## config.mk

```make
export PLATFORM = sky130hd
export DESIGN_NAME = conway_board_reader
export DESIGN_NICKNAME = d
export VERILOG_FILES = /design/src/rtl/conway_pkg.sv /design/src/rtl/row_popcount.sv /design/src/rtl/conway_board_reader.sv
export SDC_FILE = /design/constraint.sdc
export NUM_CORES = 1
export LEC_CHECK = 0
export CAP_MARGIN = 20
export CORE_AREA = 3 3 125 115
export CTS_CLUSTER_DIAMETER = 120
export DETAILED_ROUTE_END_ITERATION = 10
export DIE_AREA = 0 0 128 118
export GPL_TIMING_DRIVEN = 0
export PLACE_DENSITY = 0.58
export SLEW_MARGIN = 25
export SYNTH_ARGS = -nofsm -noshare
export SYNTH_HDL_FRONTEND = slang
export SYNTH_SLANG_ARGS = --single-unit
```

## constraint.sdc

```tcl
create_clock -name clk -period 10.4 [get_ports clk]
set_input_delay 3.12 -clock clk [delete_from_list [all_inputs] [get_ports clk]]
set_output_delay 3.12 -clock clk [all_outputs]
set_load 0.005 [all_outputs]
```

## src/rtl/conway_pkg.sv

```systemverilog
// Shared types for the Conway board reader: scan FSM state encoding.
package conway_pkg;

  typedef enum logic [1:0] {
    IDLE = 2'd0,
    SEND = 2'd1,
    DONE = 2'd2
  } reader_state_t;

endpackage

```

## src/rtl/row_popcount.sv

```systemverilog
// Purely combinational count of live cells in one board row.
module row_popcount #(
  parameter int unsigned COLS = 8
) (
  input  logic [COLS-1:0]            i_row,
  output logic [$clog2(COLS+1)-1:0]  o_count
);

  localparam int unsigned POP_W = $clog2(COLS + 1);

  always_comb begin
    o_count = '0;
    for (int unsigned c = 0; c < COLS; c++) begin
      o_count = o_count + POP_W'(i_row[c]);
    end
  end

endmodule

```

## src/rtl/conway_board_reader.sv

```systemverilog
// Snapshots a Conway board on request and streams it row by row over a
// valid/ready channel, reporting the total live-cell count at the end.
module conway_board_reader
  import conway_pkg::*;
#(
  parameter int unsigned ROWS = 8,
  parameter int unsigned COLS = 8,
  localparam int unsigned ROW_W = (ROWS > 1) ? $clog2(ROWS) : 1,
  localparam int unsigned CNT_W = $clog2(ROWS * COLS + 1),
  localparam int unsigned POP_W = $clog2(COLS + 1)
) (
  input  logic                 clk,
  input  logic                 rst,
  input  logic [ROWS*COLS-1:0] cells,
  input  logic                 snap_req,
  input  logic                 out_ready,
  output logic                 out_valid,
  output logic [COLS-1:0]      out_data,
  output logic [ROW_W-1:0]     out_row,
  output logic                 out_last,
  output logic                 busy,
  output logic                 done,
  output logic [CNT_W-1:0]     live_count
);

  reader_state_t    r_state;
  reader_state_t    w_state_nxt;
  logic [COLS-1:0]  r_snap [ROWS];
  logic [ROW_W-1:0] r_row_idx;
  logic [ROW_W-1:0] w_row_nxt;
  logic [CNT_W-1:0] r_sum;
  logic [CNT_W-1:0] w_sum_nxt;
  logic [COLS-1:0]  w_data_nxt;
  logic [POP_W-1:0] w_pop;
  logic             w_load;

  // Popcount runs on the registered output row, i.e. the row being offered.
  row_popcount #(
    .COLS (COLS)
  ) u_row_popcount (
    .i_row   (out_data),
    .o_count (w_pop)
  );

  always_comb begin
    w_state_nxt = r_state;
    w_row_nxt   = r_row_idx;
    w_sum_nxt   = r_sum;
    w_load      = 1'b0;
    case (r_state)
      IDLE: begin
        if (snap_req) begin
          w_load      = 1'b1;
          w_row_nxt   = '0;
          w_sum_nxt   = '0;
          w_state_nxt = SEND;
        end
      end
      SEND: begin
        if (out_ready) begin
          w_sum_nxt = r_sum + CNT_W'(w_pop);
          if (out_last) begin
            w_state_nxt = DONE;
          end else begin
            w_row_nxt = r_row_idx + 1'b1;
          end
        end
      end
      DONE:    w_state_nxt = IDLE;
      default: w_state_nxt = IDLE;
    endcase
    // A fresh scan presents row 0 straight from the inputs being captured.
    w_data_nxt = w_load ? cells[COLS-1:0] : r_snap[w_row_nxt];
  end

  always_ff @(posedge clk or negedge rst) begin
    if (!rst) begin
      r_state    <= IDLE;
      r_row_idx  <= '0;
      r_sum      <= '0;
      for (int unsigned r = 0; r < ROWS; r++) begin
        r_snap[r] <= '0;
      end
      out_valid  <= 1'b0;
      out_data   <= '0;
      out_row    <= '0;
      out_last   <= 1'b0;
      busy       <= 1'b0;
      done       <= 1'b0;
      live_count <= '0;
    end else begin
      r_state   <= w_state_nxt;
      r_row_idx <= w_row_nxt;
      r_sum     <= w_sum_nxt;
      if (w_load) begin
        for (int unsigned r = 0; r < ROWS; r++) begin
          r_snap[r] <= cells[r*COLS +: COLS];
        end
      end
      out_valid <= (w_state_nxt == SEND);
      out_data  <= w_data_nxt;
      out_row   <= w_row_nxt;
      out_last  <= (w_state_nxt == SEND) && (w_row_nxt == ROW_W'(ROWS - 1));
      busy      <= (w_state_nxt != IDLE);
      done      <= (w_state_nxt == DONE);
      if (w_state_nxt == DONE) begin
        live_count <= w_sum_nxt;
      end
    end
  end

endmodule
```

# [Word-level counts from Yosys, hierarchy flattened]
# Index checks and enable logic that the tools add are counted.
[totals] out_inout_bits=22 register_bits=95 in_bits=68
[op_classes] bitwise=1 eq_ne=4 n_reduce_logical=3 magnitude_cmp=1 addsub=9 mux=17
[op_table] operator="$add A4 B1 Y4" count=6
[op_table] operator="$bmux W8 S3" count=1
[op_table] operator="$mux W8" count=3
[op_table] operator="$mux W7" count=2
[op_table] operator="$pmux W7 S2" count=1
[op_table] operator="$mux W3" count=3
[op_table] operator="$add A7 B4 Y7" count=1
[op_table] operator="$mux W2" count=3
[op_table] operator="$pmux W3 S2" count=1
[op_table] operator="$eq A2 B1 Y1 const B" count=2
[op_table] operator="$ge A4 B4 Y1 const B" count=1
[op_table] operator="$not A3 Y4" count=1
[op_table] operator="$pmux W2 S2" count=1
[op_table] operator="$add A3 B1 Y3 const B" count=1
[op_table] operator="$eq A3 B3 Y1 const B" count=1
[op_table] operator="$add A1 B1 Y2" count=1
[op_table] operator="$eq A2 B2 Y1 const B" count=1
[op_table] operator="$logic_not A2 Y1" count=1
[op_table] operator="$mux W1" count=2
[op_table] operator="$reduce_bool A2 Y1" count=1
[op_table] operator="$logic_and A1 B1 Y1" count=1

# [Logic depth before layout (Yosys ltp)]
# Gate-level depths: netlist of run 1.
[logic_depth] word_depth=10 mapped_depth=15

# [By module]
# A second synthesis of run 1 with hierarchy kept.
[unflattened] hier_cells=480 hier_area_um2=4580.6
[modules_own_cells] module="conway_board_reader" area_each_um2=4390.5 cells_each=456 instances=1
[modules_own_cells] module="row_popcount" area_each_um2=190.2 cells_each=24 instances=1

# [Worst setup path after synthesis of run 1]
# OpenSTA, ideal clock, no wires.
[synth_path] kind="input -> register" startpoint="in out_ready" endpoint="reg out_data[3]" arrival_time_ns=4.464 setup_time_ns=0.125 required_time_ns=10.275 slack_ns=5.810 stages=6 cell_sequence="and4bb_4 > mux2i_2 > buf_6 > mux4_2 > nand3_1 > nand3_1"
[synth_between] elab_chain_len=7
[synth_lines] item="start, declared" line_no="conway_board_reader.sv:16" rtl="input logic out_ready,"
[synth_lines] item="$mux W3" line_no="conway_board_reader.sv:60" rtl="if (out_ready) begin"
[synth_lines] item="$pmux W3 S2" line_no="conway_board_reader.sv:50" rtl="case (r_state)"
[synth_lines] item="$not A3 Y4 (not written as such)" line_no="conway_board_reader.sv:73" rtl="w_data_nxt = w_load ? cells[COLS-1:0] : r_snap[w_row_nxt];"
[synth_lines] item="$bmux W8 S3" line_no="conway_board_reader.sv:73"
[synth_lines] item="$mux W8 (not written as such) (2 in series)" line_no="conway_board_reader.sv:73"
[synth_lines] item="$mux W8" line_no="conway_board_reader.sv:73"
[synth_lines] item="net w_data_nxt[3]" line_no="conway_board_reader.sv:33" rtl="logic [COLS-1:0] w_data_nxt;"
[synth_lines] item="end signal, assigned" line_no="conway_board_reader.sv:101" rtl="out_data <= w_data_nxt;"
[synth_lines] item="end, declared" line_no="conway_board_reader.sv:18" rtl="output logic [COLS-1:0] out_data,"
# The timed path passes the listed nets, and every way through them passes these cells. The select of a mux whose other input is x is not followed.
# A chain may end at the register's enable or synchronous reset.

# [Final worst setup path of run 1]
[layout_path] startpoint="in out_ready" endpoint="reg out_data[6]"
# The elaborated chain is that of the path after synthesis.

==> results.ini, run 1 <==
[outcome]
status = complete, no violations

[sta]
tightest_slew_ns = 0.704
period_share = 0.507
tns_ns = 0
slew-limit-headroom = 0.529
maxSlewViolCount = 0
holdWs_ns = 0.473
rsz0062_at_grt = no
post-route-min-period_ns = 5.27
finalSetupViolations = 0
clock_skew_ns = 0.00572
layout_setup_ws_ns = 5.13
max_freq_mhz = 190
final_hold_viol_count = 0

[critical_path]
slowest_delay_ns = 0.64
worstPathArrival_ns = 5.46
crit_family = buffers and inverters
rr_endpoint = live_count[4]
reg2reg_slack_ns = 6.43
critPathLaunchType = input port
reg2reg_depth = 14
crit_fanout = 10
required_ns = 10.59
critPathKind = input port to flip-flop
rr_startpoint = out_data[0]
worst_path_max_delay_cell = clkdlybuf4s50_1
path_cells = clkdlybuf4s50_1 > nor2b_1 > mux2_2 > a22oi_2 > buf_2 > nand2_1 > o211ai_1 > nand3_1
crit_path_end_kind = flip-flop
critPathBufInv = 2

[final_layout]
antenna_cells = 0
layout-drive-gt1-share = 0.0796
layout.nets = 655
instances_no_fill = 746
area_delta_synth_final_pct = 31.9

[clocking]
cts_resized = 0
clkTransAtPathRegs_ns = 0.06
h-tree-depth = 3
clk_path_buf_depth = 2
clock-sinks = 95
hold_buffers = 0
post_cts_buffers = 0
numCtsBuffers = 9
cts_tree = built
clock_latency_ns = 0.34
clock-root-buffer = clkbuf_16

[placement]
place.gp.congestion = 0.828
io_buffers = 89
place_ws_ns = 4.73
hpwl_um = 8750
dp_cells = 730

[floorplanning]
die_height_um = 118
fp.coreArea_sq_mm = 0.0132
initial_core_util = 0.337
dieArea_sq_mm = 0.0151
io_pins = 90
fp.dieW_um = 128
rows = 40

[route]
vias = 3530
drtPass1Iterations = 5
ant_nets = 0
drt_iter0_markers = 255
viasPerCell = 4.73
drc = 0
finalWirelength_um = 11700
wire_per_inst_um = 15.6

[global_routing]
antenna_found_initial = 0
grt_pass1_vias = 3762
globalRouteTotalUtil = 0.164
grt_max_degree = 69
grt_remaining_overflow = 0
grt_first_pass_wirelength_um = 19300

[synth]
ys_seq_area_frac = 0.534
yosys.area_share.simple = 0.228
synthFlopType = dfrtp_1
netlist_instances = 472
syn-num-nets = 554
synth_top_family_by_area = simple AND/OR/NAND/NOR gates
synth_compound_area_frac = 0.0466
synthMuxAreaShare = 0.0975
synthArstFlopShare = 1.00
yosysUniqueCellTypes = 35
synth_edf_count = 0
yosys_warnings = 0
synth_xor_area_frac = 0.00787
ys_ff_latch = 95
syn_area_sq_mm = 0.00445
synthAdderAreaFrac = 0.0478
avgSynthCellArea_sq_um = 9.43

[worst_hold_path]
hold_depth = 2
worstHoldStart = r_snap[15]
holdPathEnd = r_snap[15]
hold_class = flip-flop to flip-flop

[power]
ir_drop_mv = 0.130
p_leak_nw = 2.92
p_per_area_mw_per_mm2 = 362

[run]
maxCapViolCount = 0

-- registers in the layout (all words and copies together) (netlist names) --
name	count
done	1
out_valid	1
busy	1
out_last	1
r_row_idx	3
r_sum	7
out_data	8
r_snap	64
live_count	7
r_state	2
-- cell families (layout without fill, tap and decap cells) --
| family | count (synthesis) | count (layout) |
|---|---|---|
| fa+ha+maj | 14 | 14 |
| simple gates | 256 | 256 |
| mux | 36 | 36 |
| buf+inv | 39 | 145 |
| flops | 95 | 95 |
| xor+xnor | 4 | 4 |
| compound gates | 28 | 28 |
-- worst register-to-register path, stage by stage, from the launching register on --
cell,delay (ns)
dfrtp_1,0.39
ha_1,0.28
inv_1,0.04
fa_1,0.49
fa_1,0.43
fa_1,0.42
fa_1,0.50
inv_1,0.07
fa_1,0.42
a21o_1,0.19
a21oi_1,0.19
nand2b_1,0.15
mux2i_1,0.22
nand2_1,0.08
nand2_1,0.06
-- final cells by class --
type	count	area [sq um]
Sequential cell	95	2380
Buffer	21	105
Timing Repair Buffer	90	920
Tap cell	168	210
Inverter	18	67.6
Multi-Input combinational cell	338	1900
Clock buffer	12	246
Clock inverter	4	45.0
Fill cell	1316	7340
-- report_power, final --
group / internal (mW) / total (mW) / switching [mW]
Sequential: 0.556 / 0.662 / 0.106
Combinational: 0.529 / 1.14 / 0.610
Clock: 0.192 / 0.326 / 0.134
-- worst max path at each step --
| stage | start | to | slack, ns | cells past startpoint |
|---|---|---|---|---|
| after global routing | out_ready | out_data[6] | 4.94 | 8 |
| after CTS | out_ready | out_data[6] | 5.09 | 8 |
| after detailed placement | out_ready | out_data[6] | 4.73 | 8 |
| final | out_ready | out_data[6] | 5.13 | 8 |
| after global placement | rst | r_snap[29] | 2.72 | 1 |
| after floorplan | out_ready | out_data[3] | 5.81 | 6 |
-- through the flow --
| stage | power, mW | util | cell area (sq um) |
|---|---|---|---|
| after floorplan | 1.44 | - | 4450 |
| after global placement | 1.78 | 0.420 | 5550 |
| after detailed placement | 1.82 | 0.423 | 5580 |
| after CTS | 2.15 | 0.445 | 5870 |
| after global routing | 2.33 | 0.445 | 5870 |
| final | 2.13 | 0.445 | 5870 |
-- cells in the final DEF (no fill, tap or decap), types with 3 or more instances in the layout --
| cell | count |
|---|---|
| a22o_1 | 4 |
| fa_1 | 5 |
| a21o_1 | 3 |
| ha_1 | 9 |
| xor2_1 | 3 |
| nor2_1 | 6 |
| mux4_2 | 4 |
| nor2b_1 | 4 |
| clkbuf_1 | 11 |
| nand2_1 | 228 |
| clkbuf_16 | 9 |
| mux2i_1 | 15 |
| buf_1 | 5 |
| dfrtp_1 | 95 |
| clkinv_2 | 3 |
| o211ai_1 | 12 |
| buf_2 | 3 |
| buf_6 | 3 |
| inv_1 | 17 |
| nand3_1 | 11 |
| clkdlybuf4s50_1 | 88 |
| mux2_2 | 16 |
-- per-layer routing --
| metal | GRT usage | share of wire | up-vias | wire [um] |
|---|---|---|---|---|
| li1 | - | - | 1714 | - |
| met1 | 0.224 | 0.46 | 1716 | 5420 |
| met2 | 0.266 | 0.48 | 91 | 5570 |
| met3 | 0.0340 | 0.048 | 9 | 561 |
| met4 | 0.0398 | 0.011 | 0 | 125 |
| met5 | 0 | 0 | - | 0 |
-- synth_stat cells (all sizes together) (5+ instances only) --
cell    count  share of area
inv        17          0.014
mux2       16          0.040
buf        12          0.016
ha          9          0.025
nor2        6         0.0051
o211ai     12          0.020
mux2i      16          0.037
nand3      11          0.012
fa          5          0.022
nand2     228           0.19
dfrtp      95           0.53
clkbuf      9         0.0076
(Power assumes the default switching activity.)
==> run 2: changes to the inputs <==
--- a/config.mk
+++ b/config.mk
@@ -11,7 +11,7 @@
 export DETAILED_ROUTE_END_ITERATION = 10
 export DIE_AREA = 0 0 128 118
 export GPL_TIMING_DRIVEN = 0
-export PLACE_DENSITY = 0.58
+export PLACE_DENSITY = 0.6
 export SLEW_MARGIN = 25
 export SYNTH_ARGS = -nofsm -noshare
 export SYNTH_HDL_FRONTEND = slang
==> constraint.sdc (replaced) <==
create_clock -name clk -period 4.25 [get_ports clk]
set_input_delay 1.275 -clock clk [delete_from_list [all_inputs] [get_ports clk]]
set_output_delay 1.275 -clock clk [all_outputs]
set_load 0.005 [all_outputs]
==> run 2 against run 1 <==
Combinational power rose by 150%. Worst hold slack improved by 0.00063 ns. Global-route usage barely moved. Register-to-register slack got worse by 6.2 ns. Clock-buffer cell count did not move. Critical endpoint is now live_count[4].
==> results.ini, run 2 (synthesis gave the netlist of run 1 again) <==
[global_routing]
gr-usage-met2 = 0.265
grt_use_met3 = 0.0517
antenna_found_initial = 0
top_usage_layer = met2
grt_first_pass_wirelength_um = 19300
grt_pass1_vias = 3799
grt_max_degree = 55
grt_remaining_overflow = 0
globalRouteTotalUtil = 0.164
grt_util_met1 = 0.216

[power]
p_per_area_mw_per_mm2 = 892
p_leak_nw = 2.91
ir_drop_mv = 0.331

[final_layout]
regMostFlops = r_snap
seqCellArea_sq_mm = 0.00238
largest_reg_flops = 64
top_regs = r_snap (64), out_data (8)
layout.nets = 655
final_cell_mix = nand2_1 (228), dfrtp_1 (95), clkdlybuf4s50_1 (88)
area_delta_synth_final_pct = 32.1
layout-drive-gt1-share = 0.0797
fin_util = 0.445
multi_input_area_sq_mm = 0.00190
final_common_cell = nand2_1
fillers = 1301
antenna_cells = 0

[floorplanning]
fp.dieW_um = 128
initial_core_util = 0.337
dieArea_sq_mm = 0.0151
rows = 40
fp.coreArea_sq_mm = 0.0132
die_height_um = 118
io_pins = 90

[critical_path]
reg2reg_depth = 14
path_cells = ha_1 > inv_1 > fa_1 > fa_1 > fa_1 > fa_1 > inv_1 > fa_1 > a21o_1 > a21oi_1 > nand2b_1 > mux2i_1 > nand2_1 > nand2_1
crit_path_end_kind = flip-flop
slowest_delay_ns = 0.49
crit_family = adder cells
worstPathArrival_ns = 4.32
critPathLaunchType = flip-flop
critPathBufInv = 2
worst_path_max_delay_cell = fa_1
crit_cells = 14
required_ns = 4.53
critPathKind = flip-flop to flip-flop
crit_fanout = 2
timing.critical_path.mode_cell = fa_1
reg2reg_slack_ns = 0.21

[clocking]
clk_path_buf_depth = 2
clock-sinks = 95
numCtsBuffers = 9
post_cts_buffers = 0
hold_buffers = 0
clock-root-buffer = clkbuf_16
h-tree-depth = 3
clkTransAtPathRegs_ns = 0.06
cts_tree = built
clock_latency_ns = 0.34
cts_resized = 0

[route]
wire_per_inst_um = 15.8
vias = 3549
finalWirelength_um = 11800
ant_nets = 0
drt_iter0_markers = 184
viasPerCell = 4.76
drtPass1Iterations = 4
drc = 0

[sta]
slew-limit-headroom = 0.476
holdWs_ns = 0.473
final_hold_viol_count = 0
post-route-min-period_ns = 4.04
clock_skew_ns = 0.00665
rsz0062_at_grt = no
max_freq_mhz = 248
finalSetupViolations = 0
period_share = 0.950
maxSlewViolCount = 0
tightest_slew_ns = 0.784

[placement]
hpwl_um = 8810
io_buffers = 89
place.gp.congestion = 0.833

[worst_hold_path]
hold_class = flip-flop to flip-flop
hold_depth = 2

[outcome]
status = complete, no violations

[run]
maxCapViolCount = 0

run 2: metal layers:
| metal | vias up | share of wire | wire length, um |
|---|---|---|---|
| met5 | - | 0 | 0 |
| met4 | 0 | 0.0095 | 112 |
| met3 | 8 | 0.078 | 921 |
| met2 | 113 | 0.49 | 5750 |
| li1 | 1712 | - | - |
| met1 | 1716 | 0.43 | 5010 |
run 2: layout make-up:
type	count	area share
clock inverters	3	0.00723
flip-flops and latches	95	0.404
plain buffers	21	0.0179
well taps	168	0.0357
clock buffers	12	0.0436
multi-input cells	338	0.324
inverters	18	0.0115
repair buffers	90	0.156
run 2: metrics by stage:
stage          TNS (ns)  area (sq um)  setup slack, ns  power, mW  instances
3_5_place_dp          0          5580            0.187       4.47        730
5_1_grt               0          5880          0.00774       5.73        745
2_1_floorplan         0          4450            0.445       3.51        472
6_report              0          5880            0.211       5.25        745
3_3_place_gp    -149.56          5550            -1.58       4.35        729
4_1_cts               0          5880            0.171       5.31        745
run 2: power by group:
group | switching (mW) | total (mW) | internal (mW)
logic | 1.52 | 2.82 | 1.30
registers | 0.256 | 1.62 | 1.36
clock network | 0.332 | 0.816 | 0.484
total | 2.11 | 5.25 | 3.14
run 2: worst min-delay path, delay by kind of cell, from the launching register on:
kind | cells | cell delay, ns
flip-flops | 1 | 0.34
AND/OR/NAND/NOR | 2 | 0.11
run 2: final timing paths:
check,endpoint,startpoint
worst min register to register,r_snap[10],r_snap[10]
worst max register to register,live_count[4],out_data[1]
worst max-delay path,live_count[4],out_data[1]
min in group asynchronous,live_count[0],rst
max in group asynchronous,r_snap[26],rst
worst min-delay path,r_snap[10],r_snap[10]
==> run 3: changes to the inputs <==
--- a/config.mk
+++ b/config.mk
@@ -10,8 +10,9 @@
 export CTS_CLUSTER_DIAMETER = 120
 export DETAILED_ROUTE_END_ITERATION = 10
 export DIE_AREA = 0 0 128 118
+export DONT_BUFFER_PORTS = 1
 export GPL_TIMING_DRIVEN = 0
-export PLACE_DENSITY = 0.6
+export PLACE_DENSITY = 0.51
 export SLEW_MARGIN = 25
 export SYNTH_ARGS = -nofsm -noshare
 export SYNTH_HDL_FRONTEND = slang
==> run 3 against run 2 <==
Die area stayed put. Largest cell class unchanged. Fmax shrank 0.14%. Cell area fell by 15%. Largest power group unchanged. Setup slack got worse by 0.0058 ns. Clock skew up 0.0013 ns. First-iteration DRC count down 6.5%. Critical path type unchanged. Global-route usage fell by 0.32 points. Clock-buffer cell count fell by 1. Combinational power fell by 11%.
==> results.ini, run 3 (synthesis gave the netlist of run 1 again) <==
[clocking]
cts_tree = built
clock_latency_ns = 0.35
clock-root-buffer = clkbuf_16
h-tree-depth = 3
post_cts_buffers = 0
cts_resized = 0
numCtsBuffers = 9
clk_path_buf_depth = 2
hold_buffers = 0
clock-sinks = 95
clkTransAtPathRegs_ns = 0.07

[placement]
io_buffers = 0
place_ws_ns = 0.211
hpwl_um = 8500
placed_area_sq_mm = 0.00466
place.gp.congestion = 0.825

[sta]
final_hold_viol_count = 0
clock_skew_ns = 0.00799
maxSlewViolCount = 0
layout_setup_ws_ns = 0.205
post-route-min-period_ns = 4.04
rsz0062_at_grt = no
finalSetupViolations = 0
max_freq_mhz = 247
tns_ns = 0
slew-limit-headroom = 0.498
tightest_slew_ns = 0.750
period_share = 0.952
holdWs_ns = 0.471

[run]
maxCapViolCount = 0

[route]
ant_nets = 0
viasPerCell = 4.86
drc = 0
vias = 3188
finalWirelength_um = 11600
drtPass1Iterations = 4
drt_iter0_markers = 172
wire_per_inst_um = 17.8

[critical_path]
critPathLaunchType = flip-flop
crit_fanout = 2
rr_endpoint = live_count[5]
critPathKind = flip-flop to flip-flop
reg2reg_slack_ns = 0.21
rr_startpoint = out_data[1]
worstPathArrival_ns = 4.28
reg2reg_depth = 14
crit_path_end_kind = flip-flop
required_ns = 4.49
startpoint = out_data[1]

[worst_hold_path]
worstHoldStart = r_snap[49]
holdPathEnd = r_snap[49]
hold_class = flip-flop to flip-flop
hold_depth = 2

[final_layout]
final_area_sq_mm = 0.00500
layout-drive-gt1-share = 0.0943
area_delta_synth_final_pct = 12.2
top_regs = r_snap (64), out_data (8)
final_common_cell = nand2_1
layout.nets = 565
final_cell_mix = nand2_1 (228), dfrtp_1 (95), inv_1 (17)
regMostFlops = r_snap
largest_reg_flops = 64
antenna_cells = 0

[global_routing]
grt_max_degree = 96
antenna_found_initial = 0
grt_remaining_overflow = 0
globalRouteTotalUtil = 0.160
grt_pass1_vias = 3339
grt_first_pass_wirelength_um = 18500

[outcome]
status = complete, no violations

[floorplanning]
dieArea_sq_mm = 0.0151
fp.dieW_um = 128
rows = 40
io_pins = 90
die_height_um = 118
fp.coreArea_sq_mm = 0.0132
initial_core_util = 0.337

[power]
p_leak_nw = 2.57
ir_drop_mv = 0.327
p_per_area_mw_per_mm2 = 1020

-- run 3: per-stage QoR --
step                 util  cells  total power, mW
finish              0.378    656             5.08
global route        0.378    656             5.57
CTS                 0.378    656             5.13
detailed placement  0.353    640             4.21
global placement    0.353    640             4.14
floorplan               -    472             3.51
-- run 3: how the worst max path moves through the flow --
stage          cells after the start  slack [ns]            end
2_1_floorplan                     13        0.44  live_count[3]
3_3_place_gp                      14        0.25  live_count[5]
3_5_place_dp                      14        0.21  live_count[5]
4_1_cts                           14        0.21  live_count[5]
5_1_grt                           14        0.03  live_count[5]
6_report                          14        0.21  live_count[5]
-- run 3: power breakdown --
part,switching (mW),internal [mW]
logic,1.42,1.10
clock network,0.354,0.547
registers,0.300,1.36
-- run 3: area by class of cell --
type	count	area [sq um]
buffer	21	105
clock buffer	11	253
clock inverter	5	80.1
fill	1360	8220
inverter	18	67.6
multi-input combinational	338	1900
sequential	95	2380
tap	168	210
-- run 3: critical path, stage by stage, from the launching register on --
cell	delay (ns)
dfrtp_1	0.42
ha_1	0.29
inv_1	0.04
fa_1	0.49
fa_1	0.43
fa_1	0.42
fa_1	0.49
inv_1	0.06
ha_1	0.27
a21o_1	0.16
a21o_1	0.19
a21oi_1	0.20
nor2_1	0.08
mux2i_1	0.13
mux2_2	0.27
-- run 3: routing by layer --
| layer | wire (um) | track usage |
|---|---|---|
| met2 | 5180 | 0.237 |
| met1 | 5350 | 0.218 |
| met4 | 136 | 0.0371 |
| met3 | 984 | 0.0708 |
| met5 | 0 | 0 |
